[config.mk]
export PLATFORM = sky130hd
export DESIGN_NAME = mem_arbiter
export DESIGN_NICKNAME = d
export VERILOG_FILES = /design/src/rtl/mem_arbiter.sv
export SDC_FILE = /design/constraint.sdc
export NUM_CORES = 1
export LEC_CHECK = 0
export CORE_ASPECT_RATIO = 1.1
export CORE_MARGIN = 3
export CORE_UTILIZATION = 36
export DETAILED_ROUTE_END_ITERATION = 6
export GPL_TIMING_DRIVEN = 0
export PLACE_DENSITY = 0.8
export SLEW_MARGIN = 15
export SYNTH_ARGS = -nofsm -noshare
export SYNTH_HDL_FRONTEND = slang
export SYNTH_SLANG_ARGS = --single-unit
export TNS_END_PERCENT = 20
[constraint.sdc]
create_clock -name i_clk -period 4 [get_ports i_clk]
set_input_delay 0.8 -clock i_clk [delete_from_list [all_inputs] [get_ports i_clk]]
set_output_delay 0.8 -clock i_clk [all_outputs]
set_load 0.005 [all_outputs]
[src/rtl/mem_arbiter.sv]
// Two-port (fetch/data) arbiter onto one shared memory bus: IDLE -> BUSY -> RESP.
// Define MEM_ARB_RR_EN for round-robin on simultaneous requests (default: data wins).
`ifndef RW
`define RW 16
`endif

module mem_arbiter (
   input  logic           i_clk,
   input  logic           i_rst,
   input  logic           i_f_req,
   input  logic [`RW-1:0] i_f_addr,
   output logic           o_f_ack,
   output logic [`RW-1:0] o_f_data,
   input  logic           i_d_req,
   input  logic           i_d_we,
   input  logic [`RW-1:0] i_d_addr,
   input  logic [`RW-1:0] i_d_data,
   output logic           o_d_ack,
   output logic [`RW-1:0] o_d_data,
   input  logic           i_flush,
   output logic           o_mem_req,
   output logic           o_mem_we,
   output logic [`RW-1:0] o_mem_addr,
   output logic [`RW-1:0] o_mem_data,
   input  logic           i_mem_ack,
   input  logic [`RW-1:0] i_mem_data
);

   typedef enum logic [1:0] {IDLE, BUSY, RESP} state_t;
   typedef enum logic {OWN_F, OWN_D} owner_t;

   state_t         state_q, state_d;
   owner_t         owner_q, owner_d;
   owner_t         pick;
   logic           cancel_q, cancel_d;
   logic           we_q, we_d;
   logic [`RW-1:0] addr_q, addr_d;
   logic [`RW-1:0] wdata_q, wdata_d;
   logic [`RW-1:0] rdata_q, rdata_d;
   logic           any_req;
`ifdef MEM_ARB_RR_EN
   owner_t         last_q, last_d;
`endif

   assign any_req = i_f_req | i_d_req;

   always_comb begin
`ifdef MEM_ARB_RR_EN
      if (i_f_req && i_d_req) begin
         pick = (last_q == OWN_D) ? OWN_F : OWN_D;
      end else if (i_d_req) begin
         pick = OWN_D;
      end else begin
         pick = OWN_F;
      end
`else
      pick = i_d_req ? OWN_D : OWN_F;
`endif
   end

   always_comb begin
      state_d   = state_q;
      owner_d   = owner_q;
      cancel_d  = cancel_q;
      we_d      = we_q;
      addr_d    = addr_q;
      wdata_d   = wdata_q;
      rdata_d   = rdata_q;
`ifdef MEM_ARB_RR_EN
      last_d    = last_q;
`endif
      o_mem_req = 1'b0;
      o_f_ack   = 1'b0;
      o_d_ack   = 1'b0;

      case (state_q)
         IDLE: begin
            cancel_d = 1'b0;
            if (any_req) begin
               owner_d = pick;
               state_d = BUSY;
`ifdef MEM_ARB_RR_EN
               last_d  = pick;
`endif
               if (pick == OWN_D) begin
                  we_d    = i_d_we;
                  addr_d  = i_d_addr;
                  wdata_d = i_d_data;
               end else begin
                  we_d    = 1'b0;
                  addr_d  = i_f_addr;
                  wdata_d = '0;
               end
            end
         end
         BUSY: begin
            o_mem_req = 1'b1;
            if (i_flush && owner_q == OWN_F) begin
               cancel_d = 1'b1;
            end
            if (i_mem_ack) begin
               rdata_d = i_mem_data;
               state_d = RESP;
            end
         end
         RESP: begin
            // A flush landing in RESP itself must also swallow the fetch ack.
            if (owner_q == OWN_D) begin
               o_d_ack = 1'b1;
            end else begin
               o_f_ack = ~(cancel_q | i_flush);
            end
            state_d = IDLE;
         end
         default: state_d = IDLE;
      endcase
   end

   always_ff @(posedge i_clk) begin
      if (i_rst) begin
         state_q  <= IDLE;
         owner_q  <= OWN_F;
         cancel_q <= 1'b0;
         we_q     <= 1'b0;
`ifdef MEM_ARB_RR_EN
         last_q   <= OWN_F;
`endif
      end else begin
         state_q  <= state_d;
         owner_q  <= owner_d;
         cancel_q <= cancel_d;
         we_q     <= we_d;
`ifdef MEM_ARB_RR_EN
         last_q   <= last_d;
`endif
      end
   end

   always_ff @(posedge i_clk) begin
      addr_q  <= addr_d;
      wdata_q <= wdata_d;
      rdata_q <= rdata_d;
   end

   assign o_mem_we   = we_q & (state_q == BUSY);
   assign o_mem_addr = addr_q;
   assign o_mem_data = wdata_q;
   assign o_f_data   = rdata_q;
   assign o_d_data   = rdata_q;

endmodule

---- Yosys cells after proc, flatten, opt, wreduce, memory -nomap -nowiden ----
Cells that the tools add are included.
storage, ports and cells
  bits in latches ......................... 0
  memories kept ........................... 0
  logic and storage cells ................. 37
  memory bits (read-only) ................. 0
  RAM bits ................................ 0
  bits in registers ....................... 53
  bits of input ports ..................... 71
cells by class
  $add $sub $neg .......................... 0
  eq/ne operators ......................... 5
  multiply operators ...................... 0
  bitwise operators ....................... 5
  reductions and logical operators ........ 7
  div/mod/pow operators ................... 0
  multiplexer cells ....................... 13
  $lt $le $gt $ge ......................... 0
  shift-type cells ........................ 0
operator list
  operator                                       number
  2-to-1 mux 16 bit                              1
  2-to-1 mux 1 bit                               8
  AND reduction 2 bit                            4
  inequality test 2 bit, second input constant   3
  2-to-1 mux 2 bit                               2
  one-hot mux 2 bit (2 select lines)             1
  == test 2 x 1 -> 1 bit, second input constant  1
  == test 2 bit, second input constant           1
  zero test 2 bit                                1
  inverter 1 bit                                 2
  bitwise OR 1 bit                               2
  one-hot mux 1 bit (2 select lines)             1
  nonzero test 2 bit                             1
  bitwise AND 1 bit                              1
  logical AND 1 bit                              1

---- Logic depth before layout (Yosys ltp) ----
Gate-level depths: netlist (run 1).
  word-level depth ........................ 4
  mapped depth ............................ 4
  mapped depth without buffers ............ 3

---- Worst setup path after synthesis (run 1) ----
Ideal clock, no wire load.
  path kind ............................... input -> register
  from .................................... input i_d_req
  to ...................................... register addr_q[0], in the netlist o_mem_addr[0], enable pin
  stages on the path ...................... 3
  path buffers ............................ 1
  data arrival time ....................... 3174 ps
  path slack .............................. 365 ps
  library setup time ...................... 461 ps
  required time ........................... 3539 ps
  cells stage by stage .................... buf_6 -> nor2_1 -> nor3_1
on the way
  word-level cells in the longest chain between the ends .. 2
ends and longest elaborated chain
  item                           RTL line  source
  from (decl)                    14        input logic i_d_req,
  bitwise OR 1 bit               45        assign any_req = i_f_req | i_d_req;
  AND reduction 2 bit (no line)  n/a
  to (signal assigned)           140       addr_q <= addr_d;
  to (decl)                      37        logic [`RW-1:0] addr_q, addr_d;
Every way passes these cells.
A chain may end at the register's enable or synchronous reset.

---- Final worst setup path (run 1) ----
  from .................................... input i_flush
  to ...................................... output o_f_ack
on the way
  word-level cells in the longest chain between the ends .. 4
ends and longest elaborated chain
  item              RTL line  source
  from (decl)       20        input logic i_flush,
  bitwise OR 1 bit  111       o_f_ack = ~(cancel_q | i_flush);
  inverter 1 bit    111
  2-to-1 mux 1 bit  108       if (owner_q == OWN_D) begin
  2-to-1 mux 1 bit  76        case (state_q)
  to (decl)         12        output logic o_f_ack,
Every way passes these cells.

==> results.md, run 1 <==
* Final-report max-slew violation count at 0
* Fin nets at 345
* Largest family of logic cells by synthesized area: simple AND/OR/NAND/NOR gates
* Final hold vios at 0
* Maximum number of pins on one net before global-route repair at 18
* Worst EP arrival at 2.04 ns
* Share of post-route cells with drive strength above 1 at 0.171
* Mapped Area at 2120 um2
* XOR/XNOR Fraction of Synth Area at 0
* Post-synthesis adder-cell area fraction at 0
* Mapped Avg Cell Area at 16.7 um2
* Commonest non-fill, non-tap cells in the layout: 137 x clkdlybuf4s50_1, 48 x edfxtp_1, 19 x buf_4
* CP required at 3.20 ns
* Core ar. at 5540 um2
* RSZ-0062 raised after global routing: no
* Antenna violations before repair at 0
* CTS Root Cell: clkbuf_8
* Total track usage at 0.153
* Status: complete, no violations
* Maximum root-to-sink buffer count at 2
* DR DRC count at 0
* Detailed Routing Iterations Pass 1 at 4
* CP endpoint kind: output port
* Post-DR wirelength/cell at 14.6 um
* Die ar. at 6840 um2
* CP Launch Type: primary input
* Tcrit/Tclk final at 0.710
* Crit-path max FO at 2
* PwrDens at 323 nW/um2
* TritonCTS clock tree: done
* Final Util at 0.667
* Routed Antenna Nets at 0
* Synth top area share at 0.680
* Post-Syn Nets at 198
* Synth Area in Compound Gates at 0.0207
* Total power at 1.19 mW
* PortBufs at 137
* Placed instance area at 3610 um2
* VDD IR max at 0.198 mV
* Sequential cell area fraction in the yosys report at 0.728
* Num ports at 139
* Initial core utilization at 0.383
* Post-CTS Setup Bufs at 0
* Rows at 28
* Vias at 1,529
* Vias per inst at 4.37
* Fin cells at 350
* CP Class: in -> out
* Cts hold-fix bufs at 0
* DRT iter0 DRCs at 44
* Gate Count Post-Synth at 127
* H-tree depth at 2
* Final Cell Area at 3690 um2
* Layout filler cell count at 446
* CTS Sinks at 53
* Multi-input logic area at 420 um2
* GP Congestion at 0.742
* Netlist cell types at 25
* Number of diodes at 0
* # resized after CTS at 0
* Number of global-route vias before repair at 1,578
* Yosys warnings at 0
* Area contributors post-synth: edfxtp_1 68%, mux2_2 7.4%, buf_4 5.7%
* Synth Register Bits at 53
* Setup slack at placement at 1.17 ns
* Lkg Pwr at 1.35 nW
* First-pass GRT wire length at 7.85 mm
* Die Y at 86.5 um
* Mux cell area share after synthesis at 0.0851
* Gr ovfl total at 0
* Post-DP HPWL at 4.19 mm
* Worst Max-Slew Pin Slew at 0.334 ns
* Worst Skew at 0.00185 ns
* Layout area overhead at 74.2%
* Fmax at 0.352 GHz
* Rel. slew slack at 0.777
* Commonest non-fill, non-tap cell in the layout: clkdlybuf4s50_1
* Worst-path clk slew at 0.08 ns
* Final wirelength at 5.12 mm
* Clk_lat worst skew at 0.29 ns
* Placed cells at 342
* CTS buffer count at 5
* Fin crit period at 2.84 ns
* Die Wd at 79.1 um
* Simple-Gate Fraction of Synth Area at 0.0904
* Storage element area at 1540 um2
* Setup ws final at 1.16 ns
* Max-Cap Viols at 0
* Endpoints failing setup at 0
* Hold WC Path Type: reg -> reg
* Largest area contributor in the netlist: edfxtp_1
## final timing paths
check,from,to,slack [ns],cells after the start
hold / removal,we_q$_SDFFE_PP0P_,we_q$_SDFFE_PP0P_,0.48,2
setup reg to reg,state_q[1]$_SDFFE_PP0P_,o_mem_addr[9]$_DFFE_PP_,2.70,2
setup / recovery,i_flush,o_f_ack,1.16,3
hold reg to reg,we_q$_SDFFE_PP0P_,we_q$_SDFFE_PP0P_,0.48,2
## critical path, cell delays in order
cell and delay, ns:
clkdlybuf4s50_1 0.43, nor4_1 0.25, clkdlybuf4s50_1 0.56
## cells by family (layout without fill, tap and decap cells)
logic type | Yosys count | count (layout)
muxes | 16 | 16
AOI/OAI and AO/OA | 6 | 6
and+or+nand+nor | 31 | 31
DFF | 53 | 53
buffers and inverters | 21 | 169
## flip-flops by register name (all words and copies together), names as in the netlist
register / flops
o_d_data: 16
o_mem_addr: 16
o_mem_data: 16
state_q: 2
cancel_q: 1
owner_q: 1
we_q: 1
## cell type report
| type | instances | area share |
|---|---|---|
| Multi-Input combinational cell | 53 | 0.114 |
| Buffer | 20 | 0.0427 |
| Sequential cell | 53 | 0.418 |
| Tap cell | 75 | 0.0254 |
| Clock buffer | 8 | 0.0217 |
| Timing Repair Buffer | 140 | 0.378 |
| Inverter | 1 | 0.00102 |
## Yosys cell counts, drive strengths merged
master and instances:
nand3 1, nor4 1, a2111oi 1, nor3 3, o31ai 1, a21o 1
mux2 16, nand2b 1, buf 19, clkbuf 1, nor2b 1, and2b 1
inv 1, a21oi 3, edfxtp 48, and2 18, nor2 4, nand2 1
dfxtp 5
## where the power goes
part | switching, mW | internal, mW | total, mW
combinational | 0.0710 | 0.168 | 0.239
clock | 0.157 | 0.125 | 0.282
sequential | 0.0147 | 0.657 | 0.671
## routing by layer
layer | global-route usage | wire [um]
met1 | 0.156 | 1740
met4 | 0.0766 | 156
met2 | 0.282 | 2850
met5 | 0 | 0
met3 | 0.0457 | 375
## stage by stage
stage               hold WS (ns)  TNS, ns
detailed placement         0.474        0
global placement           0.458   -32.10
global route               0.520        0
CTS                        0.486        0
finish                     0.480        0
floorplan                  0.433        0
(Power assumes the default switching activity.)
==> inputs of run 2 (changes only) <==
==> constraint.sdc (replaced) <==
create_clock -name i_clk -period 2.65 [get_ports i_clk]
set_input_delay 0.53 -clock i_clk [delete_from_list [all_inputs] [get_ports i_clk]]
set_output_delay 0.53 -clock i_clk [all_outputs]
set_load 0.005 [all_outputs]
==> run 2 against run 1 <==
Clock skew grew 0.0031 ns. Count of clock-buffer cells in the layout shrank 2. Utilization grew 0.18 points. Final cell count shrank 0.57%. Via count shrank 0.13%. Die area is the same. Sequential power grew 52%. Routed wire length shrank 1.3%. Final area grew 0.27%. Global-route usage shrank 0.41 points. Clock power grew 48%. Non-clock buffer count shrank 1. Critical endpoint unchanged. Largest cell class unchanged.
==> results.md, run 2 (same netlist as run 1, synthesis figures left out) <==
* Status: complete, no violations
* Total track usage at 0.149
* H-tree depth at 2
* Endpoints failing setup at 0
* CTS Sinks at 53
* Worst-path clk slew at 0.09 ns
* Maximum number of pins on one net before global-route repair at 18
* Fin crit period at 2.28 ns
* Post-CTS Setup Bufs at 0
* FF-to-FF setup slack at 1.01 ns
* RSZ-0062 raised after global routing: no
* Antenna violations before repair at 0
* Num ports at 139
* Post-DP HPWL at 4.15 mm
* Worst Max-Slew Pin Slew at 0.566 ns
* Final-report max-slew violation count at 0
* Detailed Routing Iterations Pass 1 at 4
* Share of post-route cells with drive strength above 1 at 0.168
* # resized after CTS at 0
* Hold Path Sink: we_q$_SDFFE_PP0P_
* Final wirelength at 5.05 mm
* Worst hold path depth at 2
* DR DRC count at 0
* CTS buffer count at 5
* Worst reg2reg path endpoint: o_mem_data[5]$_SDFFCE_PN0P_
* Final setup TNS at 0 ns
* Core ar. at 5540 um2
* Number of global-route vias before repair at 1,543
* PortBufs at 137
* CP Launch Type: primary input
* Max-Cap Viols at 0
* Die Y at 86.5 um
* Cts hold-fix bufs at 0
* Tcrit/Tclk final at 0.860
* DRT iter0 DRCs at 22
* VDD IR max at 0.263 mV
* Initial core utilization at 0.383
* First-pass GRT wire length at 7.73 mm
* PwrDens at 486 nW/um2
* Post-DR wirelength/cell at 14.5 um
* HP Start: we_q$_SDFFE_PP0P_
* Rows at 28
* Final hold vios at 0
* Maximum root-to-sink buffer count at 2
* Fmax at 0.439 GHz
* Die Wd at 79.1 um
* Layout area overhead at 74.7%
* Vias at 1,527
* Die ar. at 6840 um2
* Vias per inst at 4.39
* Clk_lat worst skew at 0.29 ns
* CTS Root Cell: clkbuf_8
* Reg2Reg Depth at 3
* Crit-path max FO at 2
* Hold WC Path Type: reg -> reg
* CP endpoint kind: output port
* Hold_ws at 0.466 ns
* Number of diodes at 0
* Fin nets at 344
* Lkg Pwr at 1.35 nW
* CP required at 2.12 ns
* Gr ovfl total at 0
* CP Class: in -> out
* Commonest non-fill, non-tap cells in the layout: 137 x clkdlybuf4s50_1, 48 x edfxtp_1, 16 x and2_1, 16 x buf_4, 14 x mux2_2
* Worst EP arrival at 1.75 ns
* Worst Skew at 0.00496 ns
* Commonest non-fill, non-tap cell in the layout: clkdlybuf4s50_1
* TritonCTS clock tree: done
* GP Congestion at 0.789
* Rel. slew slack at 0.622
* FF-to-FF Start: state_q[1]$_SDFFE_PP0P_
* Routed Antenna Nets at 0
run 2: how the worst max path moves through the flow:
stage	from	endpoint	slack [ns]	cells past startpoint
4_1_cts	i_flush	o_f_ack	0.35	3
3_5_place_dp	i_f_req	o_mem_data[12]$_SDFFCE_PN0P_	0.35	5
6_report	i_flush	o_f_ack	0.37	3
2_1_floorplan	i_d_req	o_mem_addr[0]$_DFFE_PP_	0.27	3
3_3_place_gp	i_f_req	o_mem_data[12]$_SDFFCE_PN0P_	-0.70	3
5_1_grt	state_q[1]$_SDFFE_PP0P_	o_f_ack	0.24	3
run 2: per-stage QoR:
step	power (mW)	instance area, um2	utilization	instances	setup slack [ns]
3_5_place_dp	1.41	3620	0.655	341	0.349
3_3_place_gp	1.38	3590	0.648	339	-0.701
2_1_floorplan	1.13	2120	-	127	0.271
4_1_cts	1.82	3700	0.669	348	0.354
5_1_grt	1.87	3700	0.669	348	0.236
6_report	1.80	3700	0.669	348	0.370
run 2: critical path, stage by stage:
cell and delay (ns):
clkdlybuf4s50_1 0.43, nor4_1 0.23, clkdlybuf4s50_1 0.55
run 2: power breakdown:
| part | leakage [nW] | switching, mW | internal, mW |
|---|---|---|---|
| logic | 0.803 | 0.108 | 0.257 |
| clock network | 0.0387 | 0.238 | 0.179 |
| registers | 0.506 | 0.0240 | 0.991 |
run 2: area by class of cell:
cell class	instances	area, um2
Buffer	20	158
Inverter	1	3.75
Clock inverter	1	3.75
Multi-Input combinational cell	53	427
Fill cell	455	1830
Timing Repair Buffer	139	1400
Sequential cell	53	1540
Tap cell	75	93.8
Clock buffer	6	72.6
run 2: layer usage:
layer	up-vias	wire, um	track usage	share of wire
li1	730	-	-	-
met1	718	1730	0.153	0.34
met2	75	2890	0.292	0.57
met3	4	397	0.0405	0.079
met4	0	31	0.0422	0.0061
met5	-	0	0	0
==> variant (config.mk and constraints of run 1) <==
`RW`: 16 -> 32.
--- a/src/rtl/mem_arbiter.sv
+++ b/src/rtl/mem_arbiter.sv
@@ -1,7 +1,7 @@
 // Two-port (fetch/data) arbiter onto one shared memory bus: IDLE -> BUSY -> RESP.
 // Define MEM_ARB_RR_EN for round-robin on simultaneous requests (default: data wins).
 `ifndef RW
-`define RW 16
+`define RW 32
 `endif
 
 module mem_arbiter (
Interface: changed (8 resized); port bits go from 139 to 267. No check against the original RTL was run, so the function may have changed too.
==> variant against run 1 <==
  * Maximum frequency shrank 1.5%
  * First-iteration DRC count grew 110%
  * Sequential cell count grew 48
  * Design area grew 94%
  * Sequential power grew 92%
  * Area after synthesis grew 86%
  * Routed wire length grew 130%
  * Die area grew 79%
  * Worst setup slack lost 0.044 ns
  * Power grew 130%
  * Clock power grew to 3.4 times the old value
  * Critical path depth is the same
  * Critical endpoint unchanged
==> variant: results (changes against run 1) <==
| Metric | Value |
|---|---|
| Reg2reg start | state_q[0] |
| Register area | 2980 um2 (+94%) |
| Comb power frac | 17.0% (-3.0 points) |
| Final instance area | 7170 um2 (+94%) |
| Vias in the first global route | 3003 (+90%) |
| Htree depth | 3 (+1) |
| Slowest stage delay, CP | 0.61 ns (+0.05 ns) |
| Reg2reg end | o_mem_addr[11] |
| Vias/cell | 4.48 (+2.6%) |
| Data buffer area share | 41.5% (-0.55 points) |
| P per Cell Area | 380 nW/um2 (+18%) |
| Gr usage total | 18.4% (+3.1 points) |
| Seq cells | 101 (+91%) |
| 1st-pass router iterations | 6 (+2) |
| Layout cell share with drive strength beyond 1 | 17.6% (+0.56 points) |
| Comb_multi_in | 85 (+60%) |
| Clk tree area frac | 4.62% (+2.5 points) |
| Main area contributors after synthesis | edfxtp_1 73%, mux2_2 9.1%, buf_4 6.3% |
| Initial DRC Count | 92 (+110%) |
| Dpl hpwl | 9330 um (+120%) |
| Plain + repair buffers | 307 (+92%) |
| Sw Ratio | 19.6% (-0.83 points) |
| Worst-path clk slew | 0.06 ns (-0.02 ns) |
| Leakage power total | 2.63 nW (+95%) |
| Final net count | 640 (+86%) |
| Input/output buffers | 265 (+93%) |
| Clkbuf count | 11 (+3) |
| Sequential area share after synthesis | 75.5% (+2.8 points) |
| First-pass GRT wire length | 16800 um (+110%) |
| Fillers | 759 (+70%) |
| Top cells by count, synth | 96 x edfxtp_1, 34 x and2_1, 33 x buf_4 |
| Worst path arrival time | 2.09 ns (+0.05 ns) |
| Setup Skew | 0.00805 ns (+0.00621 ns) |
| CP max FO | 2 (unchanged) |
| Gpl congestion | 0.738 (-0.50%) |
| FF-to-FF path depth | 3 (+1) |
| Slew HR | 50.0% (-28 points) |
| FF-to-FF setup slack | 2.15 ns (-0.55 ns) |
| EDFF count, synth | 96 (+100%) |
| Clk Latency, worst-skew pair | 0.34 ns (+0.05 ns) |
| Clock Power Share | 35.5% (+12 points) |
| Placed cell area | 6840 um2 (+89%) |
| Num CTS Buffers | 9 (+4) |
| Run status | complete, no violations |
==> variant: cell count changes after synthesis, moves of 2 or more <==
| cell | change |
|---|---|
| edfxtp_1 | +48 |
| and2_1 | +18 |
| mux2_2 | +18 |
| buf_4 | +17 |
| buf_2 | +3 |
| buf_6 | -3 |
| clkbuf_2 | +2 |
| mux2_1 | -2 |
==> variant: per-stage QoR <==
step	hold slack (ns)	std cells	setup slack, ns
after CTS	0.472	653	1.10
after detailed placement	0.465	637	1.12
after global placement	0.456	634	-1.31
final	0.472	653	1.11
after floorplan	0.433	226	0.0579
after global routing	0.521	653	1.04
==> variant: cells by family after synthesis <==
kind of cell	count (synthesis)	synth area share (%)
muxes	32	9.13
and+or+nand+nor	47	7.10
DFF	101	75.5
AOI/OAI and AO/OA	6	1.14
buffers and inverters	40	7.10
==> variant: metal layers <==
layer	part of all wire (%)	vias to the layer above	global-route usage, %
li1	-	1352	-
met1	35	1384	18.9
met2	52	181	33.0
met3	12	10	8.80
met4	1.1	0	6.56
met5	0	-	0
